### config.mk
export PLATFORM = sky130hd
export DESIGN_NAME = self_trigger_sequencer
export DESIGN_NICKNAME = d
export VERILOG_FILES = /design/src/rtl/self_trigger_sequencer_pkg.sv /design/src/rtl/self_trigger_sequencer_sat_counter.sv /design/src/rtl/self_trigger_sequencer.sv
export SDC_FILE = /design/constraint.sdc
export NUM_CORES = 1
export LEC_CHECK = 0
export BUFFER_PORTS_ARGS = -buffer_cell sky130_fd_sc_hd__buf_2
export CORE_MARGIN = 1
export CORE_UTILIZATION = 30
export CTS_BUF_LIST = sky130_fd_sc_hd__clkbuf_4 sky130_fd_sc_hd__clkbuf_8
export DETAILED_ROUTE_END_ITERATION = 7
export SYNTH_ARGS = -nofsm -noshare
export SYNTH_HDL_FRONTEND = slang
export SYNTH_HIERARCHICAL = 1
export SYNTH_SLANG_ARGS = --single-unit
### constraint.sdc
create_clock -name adcClk -period 5.7 [get_ports adcClk]
set_input_delay 0.57 -clock adcClk [delete_from_list [all_inputs] [get_ports adcClk]]
set_output_delay 0.57 -clock adcClk [all_outputs]
set_load 0.02 [all_outputs]
### src/rtl/self_trigger_sequencer_pkg.sv
// Shared definitions for the self-triggered acquisition window sequencer.
package self_trigger_sequencer_pkg;

  localparam int unsigned DEFAULT_COUNT_WIDTH = 16;
  localparam int unsigned DEFAULT_EVENT_WIDTH = 16;

  // Encoding is visible on adcState for CSR readout.
  typedef enum logic [1:0] {
    ST_IDLE    = 2'd0,
    ST_ARMED   = 2'd1,
    ST_WINDOW  = 2'd2,
    ST_HOLDOFF = 2'd3
  } state_e;

endpackage

### src/rtl/self_trigger_sequencer_sat_counter.sv
// Saturating event counter with synchronous clear; clear beats a same-cycle increment.
// Ports: clk, rst_n (async active-low), clear_i, inc_i, count_o (registered count).
module self_trigger_sequencer_sat_counter #(
  parameter int unsigned WIDTH = 16
) (
  input  logic             clk,
  input  logic             rst_n,
  input  logic             clear_i,
  input  logic             inc_i,
  output logic [WIDTH-1:0] count_o
);

  logic [WIDTH-1:0] count_q, count_d;

  // Next count: clear first, then increment unless pinned at all-ones.
  always_comb begin
    count_d = count_q;
    if (clear_i) begin
      count_d = '0;
    end else if (inc_i && (count_q != '1)) begin
      count_d = count_q + WIDTH'(1);
    end
  end

  always_ff @(posedge clk or negedge rst_n) begin
    if (!rst_n) begin
      count_q <= '0;
    end else begin
      count_q <= count_d;
    end
  end

  assign count_o = count_q;

endmodule

### src/rtl/self_trigger_sequencer.sv
// Self-triggered acquisition window sequencer in the ADC clock domain.
// A rising edge of the threshold flag (across valid samples) opens a window of
// N valid samples; emits gate/start/end/abort strobes and keeps saturating
// trigger and missed-trigger counters.
// Ports: adcClk/adcResetN; control strobes adcArm, adcDisarm, adcClearCounts;
// config adcContinuous, adcWindowLength, adcHoldoff; sample adcValid,
// adcExceedsThreshold; registered outputs adcGate, adcWindowStart,
// adcWindowEnd, adcAborted, adcState, adcTriggerCount, adcMissedCount.
module self_trigger_sequencer
  import self_trigger_sequencer_pkg::*;
#(
  parameter int unsigned COUNT_WIDTH = DEFAULT_COUNT_WIDTH,
  parameter int unsigned EVENT_WIDTH = DEFAULT_EVENT_WIDTH
) (
  input  logic                   adcClk,
  input  logic                   adcResetN,
  input  logic                   adcArm,
  input  logic                   adcDisarm,
  input  logic                   adcClearCounts,
  input  logic                   adcContinuous,
  input  logic [COUNT_WIDTH-1:0] adcWindowLength,
  input  logic [COUNT_WIDTH-1:0] adcHoldoff,
  input  logic                   adcValid,
  input  logic                   adcExceedsThreshold,
  output logic                   adcGate,
  output logic                   adcWindowStart,
  output logic                   adcWindowEnd,
  output logic                   adcAborted,
  output logic [1:0]             adcState,
  output logic [EVENT_WIDTH-1:0] adcTriggerCount,
  output logic [EVENT_WIDTH-1:0] adcMissedCount
);

  state_e                 state_q, state_d;
  logic [COUNT_WIDTH-1:0] win_cnt_q, win_cnt_d;   // samples still to gate after the current one
  logic [COUNT_WIDTH-1:0] hold_cnt_q, hold_cnt_d;
  logic                   cont_q, cont_d;         // continuous mode captured at window end
  logic                   prev_flag_q, prev_flag_d;
  logic                   gate_q, gate_d;
  logic                   start_q, start_d;
  logic                   end_q, end_d;
  logic                   abort_q, abort_d;

  logic                   trigger_c;
  logic                   win_done_c;
  logic                   trig_inc_c;
  logic                   miss_inc_c;
  logic [COUNT_WIDTH-1:0] win_len_c;

  // Edge history advances only on valid samples; resets high to mask a flag already set.
  assign prev_flag_d = adcValid ? adcExceedsThreshold : prev_flag_q;
  assign trigger_c   = adcValid && adcExceedsThreshold && !prev_flag_q;
  assign win_len_c   = (adcWindowLength == '0) ? COUNT_WIDTH'(1) : adcWindowLength;

  // Next-state and strobe decode.
  always_comb begin
    state_d    = state_q;
    win_cnt_d  = win_cnt_q;
    hold_cnt_d = hold_cnt_q;
    cont_d     = cont_q;
    gate_d     = 1'b0;
    start_d    = 1'b0;
    end_d      = 1'b0;
    abort_d    = 1'b0;
    win_done_c = 1'b0;
    trig_inc_c = 1'b0;
    miss_inc_c = 1'b0;

    if (adcDisarm) begin
      state_d = ST_IDLE;
      abort_d = (state_q == ST_WINDOW);
    end else begin
      case (state_q)
        ST_IDLE: begin
          if (adcArm) state_d = ST_ARMED;
        end
        ST_ARMED: begin
          if (trigger_c) begin
            gate_d  = 1'b1;
            start_d = 1'b1;
            if (win_len_c == COUNT_WIDTH'(1)) begin
              win_done_c = 1'b1;
            end else begin
              win_cnt_d = win_len_c - COUNT_WIDTH'(1);
              state_d   = ST_WINDOW;
            end
          end
        end
        ST_WINDOW: begin
          if (adcValid) begin
            gate_d     = 1'b1;
            miss_inc_c = trigger_c;
            if (win_cnt_q <= COUNT_WIDTH'(1)) begin
              win_done_c = 1'b1;
            end else begin
              win_cnt_d = win_cnt_q - COUNT_WIDTH'(1);
            end
          end
        end
        ST_HOLDOFF: begin
          miss_inc_c = trigger_c;
          if (hold_cnt_q <= COUNT_WIDTH'(1)) begin
            hold_cnt_d = '0;
            state_d    = cont_q ? ST_ARMED : ST_IDLE;
          end else begin
            hold_cnt_d = hold_cnt_q - COUNT_WIDTH'(1);
          end
        end
        default: state_d = ST_IDLE;
      endcase

      // Last gated sample: close the window and pick holdoff / re-arm / idle.
      if (win_done_c) begin
        end_d      = 1'b1;
        trig_inc_c = 1'b1;
        cont_d     = adcContinuous;
        hold_cnt_d = adcHoldoff;
        if (adcHoldoff != '0) begin
          state_d = ST_HOLDOFF;
        end else begin
          state_d = adcContinuous ? ST_ARMED : ST_IDLE;
        end
      end
    end
  end

  always_ff @(posedge adcClk or negedge adcResetN) begin
    if (!adcResetN) begin
      state_q     <= ST_IDLE;
      win_cnt_q   <= '0;
      hold_cnt_q  <= '0;
      cont_q      <= 1'b0;
      prev_flag_q <= 1'b1;
      gate_q      <= 1'b0;
      start_q     <= 1'b0;
      end_q       <= 1'b0;
      abort_q     <= 1'b0;
    end else begin
      state_q     <= state_d;
      win_cnt_q   <= win_cnt_d;
      hold_cnt_q  <= hold_cnt_d;
      cont_q      <= cont_d;
      prev_flag_q <= prev_flag_d;
      gate_q      <= gate_d;
      start_q     <= start_d;
      end_q       <= end_d;
      abort_q     <= abort_d;
    end
  end

  self_trigger_sequencer_sat_counter #(.WIDTH(EVENT_WIDTH)) u_trig_cnt (
    .clk     (adcClk),
    .rst_n   (adcResetN),
    .clear_i (adcClearCounts),
    .inc_i   (trig_inc_c),
    .count_o (adcTriggerCount)
  );

  self_trigger_sequencer_sat_counter #(.WIDTH(EVENT_WIDTH)) u_miss_cnt (
    .clk     (adcClk),
    .rst_n   (adcResetN),
    .clear_i (adcClearCounts),
    .inc_i   (miss_inc_c),
    .count_o (adcMissedCount)
  );

  assign adcGate        = gate_q;
  assign adcWindowStart = start_q;
  assign adcWindowEnd   = end_q;
  assign adcAborted     = abort_q;
  assign adcState       = state_q;

endmodule

==> results.cfg <==
[run_status]
status = finished clean

[sta]
fmax_ghz = 0.215
min_period_ps = 4650
setup_viol = 0
setup_tns_ps = 0
finalMaxSlewViolations = 0
fin_crit_sh_pct = 81.6
tightest_slew_ps = 1110
finalHoldViolations = 0
fin_worst_skew_ps = 6.43
grt_setup_unrepaired = false
slew_headroom_pct = 25.7

[clocking]
clockBufferDepth = 2
numCtsBuffers = 9
clock_latency_ps = 360
hold_buffers = 0
cts_tree = built
root_buffer = clkbuf_8
cts_resized = 0
postCtsSetupBuffers = 0
cts.sinks = 72
htree_num_levels = 3
clk_pin_slew_ps = 70

[global_routing]
grt.total_usage_pct = 16.4
grt_max_degree = 73
grt_pass1_wl_um = 22900
grt_use_met2_pct = 24.6
grt_overflow = 0
grt.busiest_layer = met2
grtUsageMet3_pct = 4.23
grt_pass1_vias = 4374
antenna_found_initial = 0
globalRouteMet1Util_pct = 22.8

[route]
wl_per_cell_um = 15.9
vias_per_cell = 5.48
drt-total-wl_um = 13900
ant_nets = 0
vias = 4766
drtPass1Iterations = 5
drc_errors = 0
drt_iter0_drc = 431

[placed_design]
gp_congestion = 0.820
hpwlAfterDp_um = 9650
portBuffers = 77

[synthesis]
synth-xor-area-share_pct = 1.55
synth_compound_area_share_pct = 19.6
synth.yosys.seq_area_share_pct = 35.6
synthCells = 582
synthTopCellsByArea = dfrtp_1, a21oi_1, ha_1
muxShareOfSynthArea_pct = 4.24
synth-main-ff-cell = dfrtp_1
syn_nets = 637
synth-edff-count = 0
syn_area_per_cell_um2 = 8.71
synthAdderAreaFrac_pct = 3.70
ys_warn_count = 6
async_reset_ff_share_pct = 100
synth_top_area_share_pct = 35.0
synth_top_family_by_area = simple AND/OR/NAND/NOR gates
synth.distinct_cells = 67
synth-simple-area-share_pct = 30.8
synth_top_area_cell = dfrtp_1
syn_area_um2 = 5070
synth_seq_cells = 72

[critical_path]
cp-start-kind = input pin
crit_required_ps = 5980
slowest_stage = or4_2
crit_fanout = 22
worst-setup-path-type = in -> reg
arrival_ps = 4940
cpPeakStageDelay_ps = 730
cp-end-kind = flip-flop
crit_chain = buf_2, or4_4, or2_1, nor3_1, a21oi_1, inv_1, ha_1, or4bb_1, or4_4, a21oi_1, inv_1, or4_2, a21oi_1
path_common_cell = a21oi_1

[pwr]
power.density_nw_per_um2 = 279
power_leakage_uw = 0.00244
irDropWorstVdd_mv = 0.146
p_total_uw = 1610

[run]
drv_cap = 0

[floorplan]
core_um2 = 16500
die_area_um2 = 17400
start_util_pct = 30.7
boundaryPins = 78
rows = 47
die_x_um = 132
fp.dieH_um = 132

[finish]
n_antenna_cell = 0
drive_gt1_share_pct = 20.3
fin_nets = 700
area_growth_pct = 13.8
fillerInstances = 1774

[worst_hold_path]
hold_class = in -> async
per-stage QoR:
step	instances	hold slack, ps	worst slack [ps]	cell area (um^2)	utilization (%)
detailed placement	854	482	610	5600	33.9
finish	869	343	1050	5770	34.9
global placement	854	478	704	5600	33.9
floorplan	582	274	1320	5070	-
CTS	869	381	1000	5770	34.9
global route	869	427	695	5770	34.9
logic make-up after synthesis:
logic type | count (synthesis)
adder cells (fa/ha/maj) | 15
buffers and inverters | 51
AND/OR/NAND/NOR | 269
multiplexers | 20
AO/OA/AOI/OAI | 146
flip-flops | 72
XOR/XNOR | 9
final timing paths:
kind	end	cells after the start	start	slack (ps)
max in group asynchronous	win_cnt_q[3]	1	adcResetN	4710
min	u_miss_cnt/count_o[9]	1	adcResetN	340
min reg2reg	hold_cnt_q[9]	1	hold_cnt_q[9]	500
max	u_trig_cnt/count_o[3]	13	adcWindowLength[4]	1050
min in group adcClk	cont_q	2	adcContinuous	480
max reg2reg	u_trig_cnt/count_o[3]	10	adcState[0]	1770
layout by cell type (no fill, tap or decap), types with 5 or more instances in the layout:
| cell type | netlist | routed |
|---|---|---|
| o2bb2ai_1 | 10 | 10 |
| clkbuf_4 | 0 | 5 |
| inv_1 | 25 | 25 |
| or2_2 | 8 | 8 |
| o21ai_0 | 23 | 23 |
| nor3_1 | 24 | 24 |
| mux2i_1 | 8 | 8 |
| nand4b_1 | 5 | 5 |
| ha_1 | 15 | 15 |
| nor4_1 | 28 | 28 |
| and2_1 | 6 | 6 |
| a21o_1 | 5 | 5 |
| mux2_1 | 8 | 8 |
| clkbuf_8 | 0 | 9 |
| nand4_1 | 14 | 14 |
| xnor2_1 | 6 | 6 |
| nand3_1 | 17 | 17 |
| o31ai_1 | 18 | 18 |
| o21ai_1 | 9 | 9 |
| a21oi_1 | 41 | 41 |
| buf_2 | 3 | 76 |
| nand2_1 | 37 | 37 |
| nor2_1 | 49 | 49 |
| or3_1 | 17 | 17 |
| nor2b_1 | 10 | 10 |
| dfrtp_1 | 71 | 71 |
| or4_1 | 16 | 16 |
worst max-delay path, delay by kind of cell:
| kind | cells | cell delay [ps] |
|---|---|---|
| compound gates | 3 | 760 |
| fa+ha+maj | 1 | 130 |
| buf+inv | 3 | 650 |
| simple gates | 6 | 2830 |
Yosys cell counts, types with 5 or more instances:
library cell  instances
a21o_1                5
a21oi_1              41
and2_1                6
clkbuf_1             14
dfrtp_1              71
ha_1                 15
inv_1                25
mux2_1                8
mux2i_1               8
nand2_1              37
nand3_1              17
nand4_1              14
nand4b_1              5
nor2_1               49
nor2b_1              10
nor3_1               24
nor4_1               28
o21ai_0              23
o21ai_1               9
o2bb2ai_1            10
o31ai_1              18
or2_2                 8
or3_1                17
or4_1                16
xnor2_1               6
final cells by class:
cell class,instances,area [um^2],share of cell area [%]
timing repair buffer,78,395,6.85
clock inverter,1,5.00,0.0868
inverter,25,93.8,1.63
sequential,72,1800,31.3
multi-input combinational,459,3030,52.6
tap,220,275,4.77
clock buffer,14,161,2.80
where the power goes:
group	leakage (uW)	internal, uW	switching [uW]
combinational	0.00140	221	310
clock	0.0000916	180	197
sequential	0.000953	595	108
state kept, by name, indices dropped and copies added, names as in the netlist:
name and flops:
u_miss_cnt/count_o 16, u_trig_cnt/count_o 16, hold_cnt_q 16, adcState 2, adcWindowStart 1, adcAborted 1
win_cnt_q 16, adcWindowEnd 1, cont_q 1, adcGate 1, prev_flag_q 1
per-layer routing:
layer | share of wire, % | vias up | wire [um]
li1 | - | 2335 | -
met1 | 49 | 2277 | 6800
met2 | 44 | 137 | 6060
met3 | 5.5 | 17 | 763
met4 | 1.6 | 0 | 223
met5 | 0 | - | 0
No activity file was read; power rests on OpenSTA's default activity.
